[src/rtl/mack_irq_ctrl_if.sv]
// ============================================================================
// Module   : mack_irq_ctrl_if
// Purpose  : CPU-side bus bundle between the 68000 and the interrupt/bus
//            supervisor (requests, strobes, acknowledges, terminations).
// Revision : 1.0
// ============================================================================
`default_nettype none

interface mack_irq_ctrl_if;
    logic [6:0] IRQ_N;
    logic       AS;
    logic [2:0] FC;
    logic [3:0] ADDR_HI;
    logic [2:0] ADDR_LO;
    logic       DTACK_IN;
    logic [2:0] IPL;
    logic       VPA;
    logic [6:0] IACK_N;
    logic       IACK_CYC;
    logic       BERR;

    // Controller side
    modport slave (
        input  IRQ_N, AS, FC, ADDR_HI, ADDR_LO, DTACK_IN,
        output IPL, VPA, IACK_N, IACK_CYC, BERR
    );

    // CPU / system side
    modport master (
        output IRQ_N, AS, FC, ADDR_HI, ADDR_LO, DTACK_IN,
        input  IPL, VPA, IACK_N, IACK_CYC, BERR
    );
endinterface

`default_nettype wire

[src/rtl/mack_irq_ctrl.sv]
// ============================================================================
// Module   : mack_irq_ctrl
// Purpose  : 68000 interrupt priority encoder, IACK cycle handler and
//            bus-cycle watchdog raising BERR on unterminated cycles.
// Revision : 1.0
// ============================================================================
`default_nettype none

module mack_irq_ctrl #(
    parameter logic [6:0] AUTOVEC_MASK = 7'b0000010,
    parameter int         BERR_TIMEOUT = 64
) (
    input  wire logic      CLK,
    input  wire logic      RST,
    mack_irq_ctrl_if.slave bus
);

    localparam int                c_wd_w       = $clog2(BERR_TIMEOUT + 1);
    localparam logic [c_wd_w-1:0] c_wd_last    = c_wd_w'(BERR_TIMEOUT - 1);
    localparam logic [c_wd_w-1:0] c_wd_max     = {c_wd_w{1'b1}};
    localparam logic [7:0]        c_auto_mask8 = {AUTOVEC_MASK, 1'b0};

    typedef enum logic [1:0] {
        ST_IDLE  = 2'd0,
        ST_IACK  = 2'd1,
        ST_CYCLE = 2'd2,
        ST_FAULT = 2'd3
    } state_t;

    state_t            state_q, state_d;
    logic [6:0]        irq_s1_q, irq_s1_d;
    logic [6:0]        irq_s2_q, irq_s2_d;
    logic [2:0]        lvl_q, lvl_d;
    logic [c_wd_w-1:0] wd_q, wd_d;
    logic [2:0]        ipl_q, ipl_d;
    logic              vpa_q, vpa_d;
    logic [6:0]        iack_n_q, iack_n_d;
    logic              iack_cyc_q, iack_cyc_d;
    logic              berr_q, berr_d;

    logic [2:0]        cur_lvl;
    logic [2:0]        lvl_src;
    logic              ack_auto;
    logic [7:0]        ack_onehot;
    logic [6:0]        ack_strobe_n;
    logic              iack_space;

    always_comb begin
        irq_s1_d = bus.IRQ_N;
        irq_s2_d = irq_s1_q;

        // Later (higher) indices overwrite, so level 7 wins
        cur_lvl = 3'd0;
        for (int i = 0; i < 7; i++) begin
            if (!irq_s2_q[i]) begin
                cur_lvl = 3'(i + 1);
            end
        end
        ipl_d = ~cur_lvl;

        // In IDLE the level comes straight off the bus; afterwards from the latch
        lvl_src      = (state_q == ST_IDLE) ? bus.ADDR_LO : lvl_q;
        ack_auto     = c_auto_mask8[lvl_src];
        ack_onehot   = 8'd1 << lvl_src;
        ack_strobe_n = ack_auto ? 7'h7F : ~ack_onehot[7:1];
        iack_space   = (bus.FC == 3'b111) && (bus.ADDR_HI == 4'hF);

        state_d    = state_q;
        lvl_d      = lvl_q;
        wd_d       = wd_q;
        vpa_d      = vpa_q;
        iack_n_d   = iack_n_q;
        iack_cyc_d = iack_cyc_q;
        berr_d     = berr_q;

        if (bus.AS) begin
            state_d    = ST_IDLE;
            vpa_d      = 1'b1;
            iack_n_d   = 7'h7F;
            iack_cyc_d = 1'b1;
            berr_d     = 1'b1;
        end else begin
            case (state_q)
                ST_IDLE: begin
                    wd_d = '0;
                    if (iack_space) begin
                        lvl_d      = bus.ADDR_LO;
                        iack_cyc_d = 1'b0;
                        if (bus.ADDR_LO == 3'd0) begin
                            berr_d  = 1'b0;
                            state_d = ST_FAULT;
                        end else begin
                            vpa_d    = ~ack_auto;
                            iack_n_d = ack_strobe_n;
                            state_d  = ST_IACK;
                        end
                    end else begin
                        state_d = ST_CYCLE;
                    end
                end
                ST_IACK, ST_CYCLE: begin
                    if (state_q == ST_IACK) begin
                        vpa_d    = ~ack_auto;
                        iack_n_d = ack_strobe_n;
                    end
                    // A sampled DTACK or our own VPA freezes the watchdog
                    if (bus.DTACK_IN && vpa_q) begin
                        if (wd_q == c_wd_last) begin
                            berr_d  = 1'b0;
                            state_d = ST_FAULT;
                        end else if (wd_q != c_wd_max) begin
                            wd_d = wd_q + 1'b1;
                        end
                    end
                end
                ST_FAULT: begin
                    berr_d = 1'b0;
                end
                default: begin
                    state_d = ST_IDLE;
                end
            endcase
        end
    end

    always_ff @(posedge CLK or posedge RST) begin
        if (RST) begin
            state_q    <= ST_IDLE;
            irq_s1_q   <= 7'h7F;
            irq_s2_q   <= 7'h7F;
            lvl_q      <= 3'd0;
            wd_q       <= '0;
            ipl_q      <= 3'b111;
            vpa_q      <= 1'b1;
            iack_n_q   <= 7'h7F;
            iack_cyc_q <= 1'b1;
            berr_q     <= 1'b1;
        end else begin
            state_q    <= state_d;
            irq_s1_q   <= irq_s1_d;
            irq_s2_q   <= irq_s2_d;
            lvl_q      <= lvl_d;
            wd_q       <= wd_d;
            ipl_q      <= ipl_d;
            vpa_q      <= vpa_d;
            iack_n_q   <= iack_n_d;
            iack_cyc_q <= iack_cyc_d;
            berr_q     <= berr_d;
        end
    end

    assign bus.IPL      = ipl_q;
    assign bus.VPA      = vpa_q;
    assign bus.IACK_N   = iack_n_q;
    assign bus.IACK_CYC = iack_cyc_q;
    assign bus.BERR     = berr_q;

endmodule

`default_nettype wire
[src/flat_wrapper.sv]
// flat-port wrapper written by rule: the top's interface ports become plain ports
module mack_irq_ctrl_flat 
#(
    parameter logic [6:0] AUTOVEC_MASK = 7'b0000010,
    parameter int         BERR_TIMEOUT = 64
)
  (CLK, RST, bus_IRQ_N, bus_AS, bus_FC, bus_ADDR_HI, bus_ADDR_LO, bus_DTACK_IN, bus_IPL, bus_VPA, bus_IACK_N, bus_IACK_CYC, bus_BERR);
  mack_irq_ctrl_if bus_i ();
  input  wire logic CLK;
  input  wire logic RST;
  input wire logic [$bits(bus_i.IRQ_N)-1:0] bus_IRQ_N;
  input wire logic [$bits(bus_i.AS)-1:0] bus_AS;
  input wire logic [$bits(bus_i.FC)-1:0] bus_FC;
  input wire logic [$bits(bus_i.ADDR_HI)-1:0] bus_ADDR_HI;
  input wire logic [$bits(bus_i.ADDR_LO)-1:0] bus_ADDR_LO;
  input wire logic [$bits(bus_i.DTACK_IN)-1:0] bus_DTACK_IN;
  output wire logic [$bits(bus_i.IPL)-1:0] bus_IPL;
  output wire logic [$bits(bus_i.VPA)-1:0] bus_VPA;
  output wire logic [$bits(bus_i.IACK_N)-1:0] bus_IACK_N;
  output wire logic [$bits(bus_i.IACK_CYC)-1:0] bus_IACK_CYC;
  output wire logic [$bits(bus_i.BERR)-1:0] bus_BERR;
  assign bus_i.IRQ_N = bus_IRQ_N;
  assign bus_i.AS = bus_AS;
  assign bus_i.FC = bus_FC;
  assign bus_i.ADDR_HI = bus_ADDR_HI;
  assign bus_i.ADDR_LO = bus_ADDR_LO;
  assign bus_i.DTACK_IN = bus_DTACK_IN;
  assign bus_IPL = bus_i.IPL;
  assign bus_VPA = bus_i.VPA;
  assign bus_IACK_N = bus_i.IACK_N;
  assign bus_IACK_CYC = bus_i.IACK_CYC;
  assign bus_BERR = bus_i.BERR;
  mack_irq_ctrl #(.AUTOVEC_MASK(AUTOVEC_MASK), .BERR_TIMEOUT(BERR_TIMEOUT)) u_core (.CLK(CLK), .RST(RST), .bus(bus_i));
endmodule
[config.mk]
export PLATFORM = sky130hd
export DESIGN_NAME = mack_irq_ctrl_flat
export DESIGN_NICKNAME = d
export VERILOG_FILES = /design/src/rtl/mack_irq_ctrl_if.sv /design/src/rtl/mack_irq_ctrl.sv /design/src/flat_wrapper.sv
export SDC_FILE = /design/constraint.sdc
export NUM_CORES = 1
export LEC_CHECK = 0
export CAP_MARGIN = 5
export CORE_AREA = 2 2 74 76
export CTS_BUF_LIST = sky130_fd_sc_hd__clkbuf_16
export DETAILED_ROUTE_END_ITERATION = 16
export DIE_AREA = 0 0 76 78
export HOLD_SLACK_MARGIN = 0.1
export PLACE_DENSITY = 0.65
export SYNTH_ARGS = -nofsm -noshare
export SYNTH_HDL_FRONTEND = slang
export SYNTH_SLANG_ARGS = --single-unit
[constraint.sdc]
create_clock -name CLK -period 2.05 [get_ports CLK]
set_input_delay 0.615 -clock CLK [delete_from_list [all_inputs] [get_ports CLK]]
set_output_delay 0.615 -clock CLK [all_outputs]
set_load 0.01 [all_outputs]
==> metrics <==
result of the run finished, final reports clean; largest net degree at the start of global routing 39; gr busiest metal met2; post-synthesis mux area share 6.48%; DRT iter0 DRCs 70; WL/cell 12.0 um; Pwr per Cell Area 1080 nW/um2; layout cells sized above 1 a little under a third; total power 0.00262 W; M3 GR Usage 3.72%; Data required, critical path roughly 1.4 ns; placed inst area 2290 um2; #FFs+latches synth 38; Simple-Gate Fraction of Synth Area 18.5%; Main synth FF type dfstp_2; DIE HEIGHT 78 um; Peak VDD IR 0.462 mV; clk slew on worst S/H paths 0.06 ns; Setup TNS Final 0 ns; NumNets Final between 200 and 250; Clock Sinks 38; Min-Delay Path Class register to register; crit path cell chain clkdlybuf4s50_1; crit-path max FO 2; synthesized instance count 155; Post-CTS Hold Fix Bufs 0; Mapped Area approximately 1700 um2; syn_nets 180; Post-Syn Area per Cell 11.2 um2; post-synthesis compound-gate area fraction 11.7%; Startpoint Class register; share of the synthesized area in the top cell type 39.3%; initial antenna violation count 0; CTS max path bufs 2; Post-synth EDFFs 0; via count 1295; Post-synth top cells dfstp_2 (26), nor2_1 (24), dfrtp_1 (12); Synth Area in XOR/XNOR 0%; design area 2440 um2; Routed WL 3.35 mm; Synth-to-Final Area Change 40.3%; Num CTS Buffers 5; max incr delay on CP 0.54 ns; DR vias/cell about 4.6; post-synth cell types 45; Root Driver clkbuf_16; CP arrival about 1.4 ns; MaxCap Viol Count 0; Final Hold Vio Count 0; number of diodes 0; Initial Util 34.5%; CTS tree built; top-count cell post-synth dfstp_2; DP Wirelength 2.48 mm; Die ar. 5930 um2; Worst-Skew Late Latency between 0.2 and 0.3 ns; dpl cells between 200 and 300; Yosys warnings 0; fin cells 280; CTS HTree Levels 2; CP max-delay cell clkdlybuf4s50_1; post-route DRC violation count 0; largest family of logic cells by synthesized area simple AND/OR/NAND/NOR gates; DIE WIDTH 76 um; Final period util a little over nine tenths; fin crit period 1.96 ns; CTS resizes 0; kind of critical path register to primary output; Pre-antenna DRT Iters 4; Worst Setup End Kind primary output; wire length of the first global-routing pass 5.91 mm; WP buf/inv 1; f_max 510 MHz; Fin Hold WS 0.354 ns; final setup vio count 0; All-Layer GR Usage 12.4%; number of setup buffers added after CTS 0; RSZ-0062 raised after global routing no; CP delay by family, top buffers and inverters; P_leak 1.04 nW; Synth area leader dfstp_2; Worst Skew about 0.0044 ns; GR Overflow Total 0; dominant cells by area after synthesis dfstp_2 (39%), dfrtp_1 (17%), mux2i_1 (5.2%); Cell Rows 26; Final Wtd Congestion 0.799; Std-Cell Core Area 5040 um2; sequential area share after synthesis 56.6%; # IOs 34; Post-DRT Antenna Nets 0; met1 usage approximately 16%; Final Max Slew Viols 0; Adder-Cell Fraction of Synth Area 2.88%; met2 GRT Util 20.6%; asr flop ratio synth 100%; Buffers on Ports 32; vias in the first global route 1289
==> final timing paths <==
kind / cells after the start / from / slack, ns / endpoint
worst max-delay path: 1 / u_core.bus.IACK_N[5]$_DFFE_PP1P_ / 0.09 / bus_IACK_N[5]
worst min-delay path: 0 / u_core.irq_s1_q[6]$_DFF_PP1_ / 0.35 / u_core.irq_s2_q[6]$_DFF_PP1_
worst max register to register: 6 / u_core.state_q[0]$_DFFE_PP0P_ / 0.25 / u_core.lvl_q[1]$_DFFE_PP0P_
worst min register to register: 0 / u_core.irq_s1_q[6]$_DFF_PP1_ / 0.35 / u_core.irq_s2_q[6]$_DFF_PP1_
max in group asynchronous: 3 / RST / 1.10 / u_core.bus.BERR$_DFFE_PP1P_
min in group asynchronous: 3 / RST / 0.69 / u_core.wd_q[2]$_DFFE_PP0P_
==> cells in the final DEF, fill, tap and decap left out, types with 2 or more instances in the layout <==
cell type,netlist,routed
a21boi_0,2,2
a21oi_1,4,4
and3_1,2,2
buf_12,0,2
buf_4,2,18
clkbuf_16,0,5
clkdlybuf4s50_1,0,31
dfrtp_1,12,12
dfstp_2,26,26
ha_1,4,4
inv_1,9,9
mux2_2,2,2
mux2i_1,9,9
nand2_1,11,11
nand3_1,6,6
nor2_1,24,24
nor3_1,6,6
o211ai_1,2,2
o21ai_0,2,2
o31ai_1,2,2
==> flip-flops by register name, summed over array words and instances, names as in the netlist, 2 cells and up <==
signal and count:
u_core.bus.IACK_N 6, u_core.bus.IPL 3, u_core.irq_s1_q 7, u_core.irq_s2_q 7
u_core.lvl_q 3, u_core.state_q 2, u_core.wd_q 7
==> final cells by class <==
cell class | count | area (um2)
Clock buffer | 5 | 125
Clock inverter | 3 | 16.3
Fill cell | 467 | 2600
Inverter | 10 | 37.5
Multi-Input combinational cell | 102 | 691
Sequential cell | 38 | 983
Tap cell | 70 | 87.6
Timing Repair Buffer | 52 | 498
==> metrics by stage <==
stage | setup slack [ns] | util [%]
after global routing | 0.0437 | 48.4
final | 0.0877 | 48.4
after floorplan | 0.311 | -
after detailed placement | -0.174 | 45.5
after global placement | -0.141 | 45.5
after CTS | 0.00427 | 48.3
==> worst reg2reg max path: stages, from the launching register on <==
cell     delay (ns)
dfrtp_1        0.42
inv_1          0.07
ha_1           0.39
inv_2          0.07
nor4_2         0.24
buf_4          0.17
mux2_2         0.32
==> metal layers <==
metal	part of all wire, %	vias to the layer above
met5	0	-
met4	0.51	0
met3	3.8	2
met2	49	19
met1	47	619
li1	-	655
==> logic make-up (layout without fill, tap and decap cells) <==
group,after synthesis,count (layout)
compound gates,25,25
other cells,1,1
simple gates,61,61
fa+ha+maj,4,4
flops,38,38
buf+inv,15,70
mux,11,11
==> where the power goes <==
part	total, W	switching (W)	internal (W)
Sequential	0.000941	0.0000696	0.000871
Clock	0.000721	0.000278	0.000443
Combinational	0.000961	0.000472	0.000489
Total	0.00262	0.000819	0.00180
Power figures use the tool's default switching activity.
